<file path="config.mk">
export PLATFORM = sky130hd
export DESIGN_NAME = mmu_config_unit_ctrl_flat
export DESIGN_NICKNAME = d
export VERILOG_FILES = /design/src/rtl/mmu_config_unit_ctrl_if.sv /design/src/rtl/mmu_config_unit_ctrl.sv /design/src/flat_wrapper.sv
export SDC_FILE = /design/constraint.sdc
export NUM_CORES = 1
export LEC_CHECK = 0
export ABC_AREA = 0
export CAP_MARGIN = 5
export CORE_ASPECT_RATIO = 0.5
export CORE_UTILIZATION = 25
export DETAILED_ROUTE_END_ITERATION = 7
export GPL_TIMING_DRIVEN = 0
export PLACE_DENSITY = 0.73
export SKIP_CTS_REPAIR_TIMING = 1
export SKIP_LAST_GASP = 1
export SYNTH_ARGS = -nofsm -noshare
export SYNTH_HDL_FRONTEND = slang
export SYNTH_SLANG_ARGS = --single-unit
export TNS_END_PERCENT = 100
</file>
<file path="constraint.sdc">
create_clock -name clk_i -period 1.9 [get_ports clk_i]
set_clock_uncertainty 0.1 [all_clocks]
set_input_delay 0.38 -clock clk_i [delete_from_list [all_inputs] [get_ports clk_i]]
set_output_delay 0.38 -clock clk_i [all_outputs]
set_load 0.02 [all_outputs]
</file>
<file path="src/rtl/mmu_config_unit_ctrl_if.sv">
// Peripheral-bus port bundle for the MMU configuration unit.
// The slave side is the config unit; the master side is the peripheral interconnect.
interface mmu_config_unit_ctrl_if #(
    parameter int unsigned ID_WIDTH = 5
);
    logic                req_i;
    logic [31:0]         add_i;
    logic                wen_i;
    logic [31:0]         wdata_i;
    logic [3:0]          be_i;
    logic [ID_WIDTH-1:0] id_i;
    logic                gnt_o;
    logic                r_valid_o;
    logic [31:0]         r_rdata_o;
    logic                r_opc_o;
    logic [ID_WIDTH-1:0] r_id_o;

    modport slave (
        input  req_i, add_i, wen_i, wdata_i, be_i, id_i,
        output gnt_o, r_valid_o, r_rdata_o, r_opc_o, r_id_o
    );

    modport master (
        output req_i, add_i, wen_i, wdata_i, be_i, id_i,
        input  gnt_o, r_valid_o, r_rdata_o, r_opc_o, r_id_o
    );
endinterface

</file>
<file path="src/rtl/mmu_config_unit_ctrl.sv">
// MMU sequential-section config: shadow registers plus a commit sequence that
// quiesces TCDM traffic and swaps both active sizes in a single edge.
module mmu_config_unit_ctrl #(
    parameter int unsigned ID_WIDTH      = 5,
    parameter logic [3:0]  SRAM_MAX_SIZE = 4'd11,
    parameter logic [3:0]  SCM_MAX_SIZE  = 4'd8
) (
    input  logic                        clk_i,
    input  logic                        rst_ni,
    mmu_config_unit_ctrl_if.slave       bus,
    input  logic                        tcdm_idle_i,
    output logic                        tcdm_block_o,
    output logic [3:0]                  mmu_sram_seqsec_size_o,
    output logic [3:0]                  mmu_scm_seqsec_size_o
);
    typedef enum logic [1:0] {S_IDLE, S_DRAIN, S_APPLY} state_t;

    state_t              r_state, w_state_nxt;
    logic                r_block;
    logic [3:0]          r_sram_sh, r_scm_sh, r_sram_act, r_scm_act;
    logic                r_valid, r_opc;
    logic [31:0]         r_rdata;
    logic [ID_WIDTH-1:0] r_id;

    logic [1:0]  w_addr;
    logic        w_write, w_wr_stall, w_gnt, w_wr_en, w_commit;
    logic [3:0]  w_sram_sat, w_scm_sat;
    logic [31:0] w_rdata;
    logic        w_unused;

    assign w_addr  = bus.add_i[3:2];
    assign w_write = bus.req_i & ~bus.wen_i;
    // Config writes wait while a commit is in flight so the shadows stay frozen;
    // the ACTIVE slot is exempt since writing it only reports an error.
    assign w_wr_stall = w_write & (w_addr != 2'd3) & (r_state != S_IDLE);
    assign w_gnt      = bus.req_i & ~w_wr_stall;
    assign w_wr_en    = w_gnt & ~bus.wen_i & bus.be_i[0];
    assign w_commit   = w_wr_en & (w_addr == 2'd2) & bus.wdata_i[0];

    assign w_sram_sat = (bus.wdata_i[3:0] > SRAM_MAX_SIZE) ? SRAM_MAX_SIZE : bus.wdata_i[3:0];
    assign w_scm_sat  = (bus.wdata_i[3:0] > SCM_MAX_SIZE)  ? SCM_MAX_SIZE  : bus.wdata_i[3:0];

    assign w_unused = ^{bus.add_i[31:4], bus.add_i[1:0], bus.wdata_i[31:4], bus.be_i[3:1]};

    always_comb begin
        w_state_nxt = r_state;
        case (r_state)
            S_IDLE:  if (w_commit) w_state_nxt = S_DRAIN;
            S_DRAIN: if (tcdm_idle_i) w_state_nxt = S_APPLY;
            S_APPLY: w_state_nxt = S_IDLE;
            default: w_state_nxt = S_IDLE;
        endcase
    end

    always_comb begin
        w_rdata = 32'd0;
        case (w_addr)
            2'd0: w_rdata = {28'd0, r_sram_sh};
            2'd1: w_rdata = {28'd0, r_scm_sh};
            2'd2: w_rdata = {30'd0, (r_state != S_IDLE), 1'b0};
            2'd3: w_rdata = {20'd0, r_scm_act, 4'd0, r_sram_act};
            default: w_rdata = 32'd0;
        endcase
    end

    // Block is registered off the next state so it falls exactly when the new sizes land.
    always_ff @(posedge clk_i or negedge rst_ni) begin
        if (!rst_ni) begin
            r_state    <= S_IDLE;
            r_block    <= 1'b0;
            r_sram_act <= 4'd0;
            r_scm_act  <= 4'd0;
        end else begin
            r_state <= w_state_nxt;
            r_block <= (w_state_nxt != S_IDLE);
            if (r_state == S_APPLY) begin
                r_sram_act <= r_sram_sh;
                r_scm_act  <= r_scm_sh;
            end
        end
    end

    always_ff @(posedge clk_i or negedge rst_ni) begin
        if (!rst_ni) begin
            r_sram_sh <= 4'd0;
            r_scm_sh  <= 4'd0;
        end else if (w_wr_en) begin
            if (w_addr == 2'd0) r_sram_sh <= w_sram_sat;
            if (w_addr == 2'd1) r_scm_sh  <= w_scm_sat;
        end
    end

    always_ff @(posedge clk_i or negedge rst_ni) begin
        if (!rst_ni) begin
            r_valid <= 1'b0;
            r_opc   <= 1'b0;
            r_rdata <= 32'd0;
            r_id    <= '0;
        end else begin
            r_valid <= w_gnt;
            if (w_gnt) begin
                r_id    <= bus.id_i;
                r_opc   <= ~bus.wen_i & (w_addr == 2'd3);
                r_rdata <= bus.wen_i ? w_rdata : 32'd0;
            end
        end
    end

    assign bus.gnt_o              = w_gnt;
    assign bus.r_valid_o          = r_valid;
    assign bus.r_opc_o            = r_opc;
    assign bus.r_rdata_o          = r_rdata;
    assign bus.r_id_o             = r_id;
    assign tcdm_block_o           = r_block;
    assign mmu_sram_seqsec_size_o = r_sram_act;
    assign mmu_scm_seqsec_size_o  = r_scm_act;
endmodule
</file>
<file path="src/flat_wrapper.sv">
// flat-port wrapper written by rule: the top's interface ports become plain ports
module mmu_config_unit_ctrl_flat 
#(
    parameter int unsigned ID_WIDTH      = 5,
    parameter logic [3:0]  SRAM_MAX_SIZE = 4'd11,
    parameter logic [3:0]  SCM_MAX_SIZE  = 4'd8
)
  (clk_i, rst_ni, tcdm_idle_i, tcdm_block_o, mmu_sram_seqsec_size_o, mmu_scm_seqsec_size_o, bus_req_i, bus_add_i, bus_wen_i, bus_wdata_i, bus_be_i, bus_id_i, bus_gnt_o, bus_r_valid_o, bus_r_rdata_o, bus_r_opc_o, bus_r_id_o);
  mmu_config_unit_ctrl_if #(.ID_WIDTH(ID_WIDTH)) bus_i ();
  input  logic clk_i;
  input  logic rst_ni;
  input  logic tcdm_idle_i;
  output logic tcdm_block_o;
  output logic [3:0] mmu_sram_seqsec_size_o;
  output logic [3:0] mmu_scm_seqsec_size_o;
  input wire logic [$bits(bus_i.req_i)-1:0] bus_req_i;
  input wire logic [$bits(bus_i.add_i)-1:0] bus_add_i;
  input wire logic [$bits(bus_i.wen_i)-1:0] bus_wen_i;
  input wire logic [$bits(bus_i.wdata_i)-1:0] bus_wdata_i;
  input wire logic [$bits(bus_i.be_i)-1:0] bus_be_i;
  input wire logic [$bits(bus_i.id_i)-1:0] bus_id_i;
  output wire logic [$bits(bus_i.gnt_o)-1:0] bus_gnt_o;
  output wire logic [$bits(bus_i.r_valid_o)-1:0] bus_r_valid_o;
  output wire logic [$bits(bus_i.r_rdata_o)-1:0] bus_r_rdata_o;
  output wire logic [$bits(bus_i.r_opc_o)-1:0] bus_r_opc_o;
  output wire logic [$bits(bus_i.r_id_o)-1:0] bus_r_id_o;
  assign bus_i.req_i = bus_req_i;
  assign bus_i.add_i = bus_add_i;
  assign bus_i.wen_i = bus_wen_i;
  assign bus_i.wdata_i = bus_wdata_i;
  assign bus_i.be_i = bus_be_i;
  assign bus_i.id_i = bus_id_i;
  assign bus_gnt_o = bus_i.gnt_o;
  assign bus_r_valid_o = bus_i.r_valid_o;
  assign bus_r_rdata_o = bus_i.r_rdata_o;
  assign bus_r_opc_o = bus_i.r_opc_o;
  assign bus_r_id_o = bus_i.r_id_o;
  mmu_config_unit_ctrl #(.ID_WIDTH(ID_WIDTH), .SRAM_MAX_SIZE(SRAM_MAX_SIZE), .SCM_MAX_SIZE(SCM_MAX_SIZE)) u_core (.clk_i(clk_i), .rst_ni(rst_ni), .bus(bus_i), .tcdm_idle_i(tcdm_idle_i), .tcdm_block_o(tcdm_block_o), .mmu_sram_seqsec_size_o(mmu_sram_seqsec_size_o), .mmu_scm_seqsec_size_o(mmu_scm_seqsec_size_o));
endmodule
</file>
==> results.md <==
- Outcome: complete, but fails checks
- Failing checks: negative setup slack
- Fillers: 607
- Synth Cell Area: 0.001667 mm^2
- Asr flop ratio synth: 1.000
- CTS tree: yes
- Final Power: 0.002163 W
- Post-DP Area: 0.002248 mm^2
- # setup viols final: 5
- Reg area: 850.8 um^2
- Initial drt markers: 41
- CTS Buf Count: 5
- Post-Syn Area per Cell: 11.82 um^2
- Max Fclk: 510.4 MHz
- Total GRT Usage: 0.1000
- Cell variety after synth: 28
- Peak supply drop: 366.1 uV
- Latest clock arrival within the worst-skew pair: 270 ps
- Nets@finish: 290
- Design Area, Final: 0.002415 mm^2
- Clk pin slew, worst setup/hold paths: 50 ps
- Die H: 59.74 um
- Sequential area share after synthesis: 0.5105
- LEAKAGE: 1.116 nW
- Final Max Tran Viols: 0
- GPL Wtd Cong: 0.8215
- Hold Vio Cnt, Final: 0
- Int Power: 0.001593 W
- FP Rows: 20
- Critical Path RT: 1420 ps
- Worst setup EP type: primary output
- Core area: 0.006256 mm^2
- Max clock buf depth: 2
- Final Critical Period: 1959 ps
- PnR worst setup slack: -59.06 ps
- Antenna violations before repair: 0
- Crit path max fanout: 7
- Setup crit start kind: input pin
- First-pass GRT wire length: 5.451 mm
- Ratio of cells with drive above 1 in the final layout: 0.3005
- Worst hold path class: input pin to async pin
- Worst-margin pin slew: 738.4 ps
- Total number of vias: 1220
- Commonest register cell after synthesis: dfrtp_1
- Area of the multi-input gates: 656.9 um^2
- Post-synth EDFFs: 0
- Arrival @ worst endpoint: 1480 ps
- Largest net degree at the start of global routing: 35
- Via density: 4.053
- Switching share of power: 0.2634
- Power per cell area: 895.7 mW/mm^2
- Antenna diodes: 0
- Warnings, synthesis: 0
- Power share of the clock group: 0.360
- Initial cell density of the core: 0.2664
- Avg WL per Cell: 11.16 um
- DRC: 0
- DRT antenna net count: 0
- Post-placement setup slack: -882.3 ps
- Gate power share: 0.229
- Die ar.: 0.007017 mm^2
- DP HPWL: 2.589 mm
- Yosys reg bits: 34
- Vias in the first global route: 1165
- Setup Crit Path Kind: input pin to primary output
- Initial DRT Pass Iterations: 4
- RSZ-0062 raised after global routing: yes
- Final Cycle Share: 1.031
- Sink Count: 34
- Flop pwr share: 0.411
- Relative slew slack: 0.5077
- Cells after synthesis: 141
- Routed Wire Length: 3.359 mm
- H-tree depth: 2
- IO Pins: 127
- Port bufs: 39
- Die width: 117.5 um
- Switch Pwr: 0.0005697 W
- Root Driver: clkbuf_16
- Overflow after GRT: 0
- Max Cap Viol: 0
- Area growth, synth to finish: 44.90%
## metal layers
metal | track usage | vias to the layer above | share of wire
li1 | - | 588 | -
met1 | 0.1090 | 581 | 0.41
met2 | 0.1860 | 44 | 0.52
met3 | 0.02672 | 7 | 0.049
met4 | 0.05311 | 0 | 0.020
met5 | 0 | - | 0
## layout by cell type (no fill, tap or decap), types with 2 or more instances in the layout
master           count
clkdlybuf4s50_1     37
dfrtp_1             34
buf_4               26
conb_1              24
mux2_2              20
nand4_1              5
nor2b_1              5
inv_1                5
o21ai_0              5
clkbuf_16            5
nand2_1              4
a21oi_1              4
o2bb2ai_1            4
buf_6                3
nor2_1               3
a31oi_1              3
clkbuf_1             3
mux2i_1              3
a32o_1               3
buf_2                2
clkbuf_2             2
nor3_1               2
## area by class of cell
cell class / instances / area share
clock buffers: 7 / 0.05907
well taps: 88 / 0.04560
flip-flops and latches: 34 / 0.3523
clock inverters: 1 / 0.002073
inverters: 6 / 0.009326
plain buffers: 31 / 0.09585
multi-input cells: 93 / 0.2720
repair buffers: 41 / 0.1637
## per-stage QoR
step / TNS (ps) / hold slack, ps / util / cells
detailed placement: -3711 / 382.4 / 0.3594 / 291
floorplan: 0 / -15.59 / - / 164
CTS: -1037 / 98.40 / 0.3830 / 299
finish: -262.8 / 75.41 / 0.3860 / 301
global placement: -12630 / 377.9 / 0.3602 / 291
global route: -589.2 / 128.3 / 0.3860 / 301
## synth_stat cells (all sizes together) (2+ instances only)
library cell  instances  area [um^2]
mux2i                 3        30.03
buf                  27        207.7
a32o                  3        30.03
nor3                  2        10.01
dfrtp                34        850.8
a31oi                 3        18.77
a21oi                 4        20.02
nor2                  3        11.26
nor2b                 5        31.28
clkbuf                4        15.01
o2bb2ai               4        35.03
mux2                 20        225.2
nand4                 5        31.28
o21ai                 5        25.02
inv                   6        22.52
nand2                 4        15.01
## flip-flops by register name (all words and copies together), names as in the netlist, 2 cells and up
name and flops:
u_core.bus.r_rdata_o 8, u_core.bus.r_id_o 5, u_core.mmu_scm_seqsec_size_o 4, u_core.mmu_sram_seqsec_size_o 4
u_core.r_scm_sh 4, u_core.r_sram_sh 4, u_core.r_state 2
## final timing paths
check,slack [ps],cells past startpoint,start,endpoint
hold reg to reg,390,1,u_core.bus.r_rdata_o[0],u_core.bus.r_rdata_o[0]
min in group clk_i,350,3,bus_add_i[3],u_core.r_state[0]
setup / recovery,-60,4,bus_wen_i,bus_gnt_o
max in group asynchronous,1160,1,rst_ni,u_core.mmu_scm_seqsec_size_o[3]
setup reg to reg,-60,3,u_core.r_state[1],u_core.r_scm_sh[2]
hold / removal,80,1,rst_ni,u_core.tcdm_block_o
## cells by family after synthesis
logic type,after synthesis,share of synthesized area
other,1,0.002250
AOI/OAI and AO/OA,22,0.09910
and+or+nand+nor,24,0.08784
buffers and inverters,37,0.1471
DFF,34,0.5105
muxes,23,0.1532
## critical path: stages
cell and delay (ps):
clkdlybuf4s50_1 490, o31ai_4 320, inv_2 110, clkbuf_2 180
## power by group through the flow
| stage | registers [W] | logic, W | clock network, W |
|---|---|---|---|
| 6_report | 0.000890 | 0.000495 | 0.000778 |
| 5_1_grt | 0.000902 | 0.000531 | 0.000836 |
| 4_1_cts | 0.000890 | 0.000495 | 0.000796 |
| 3_5_place_dp | 0.000901 | 0.000491 | 0 |
| 3_3_place_gp | 0.000896 | 0.000485 | 0 |
| 2_1_floorplan | 0.000953 | 0.000227 | 0 |
Note: power is estimated with default switching activity, not from simulation.
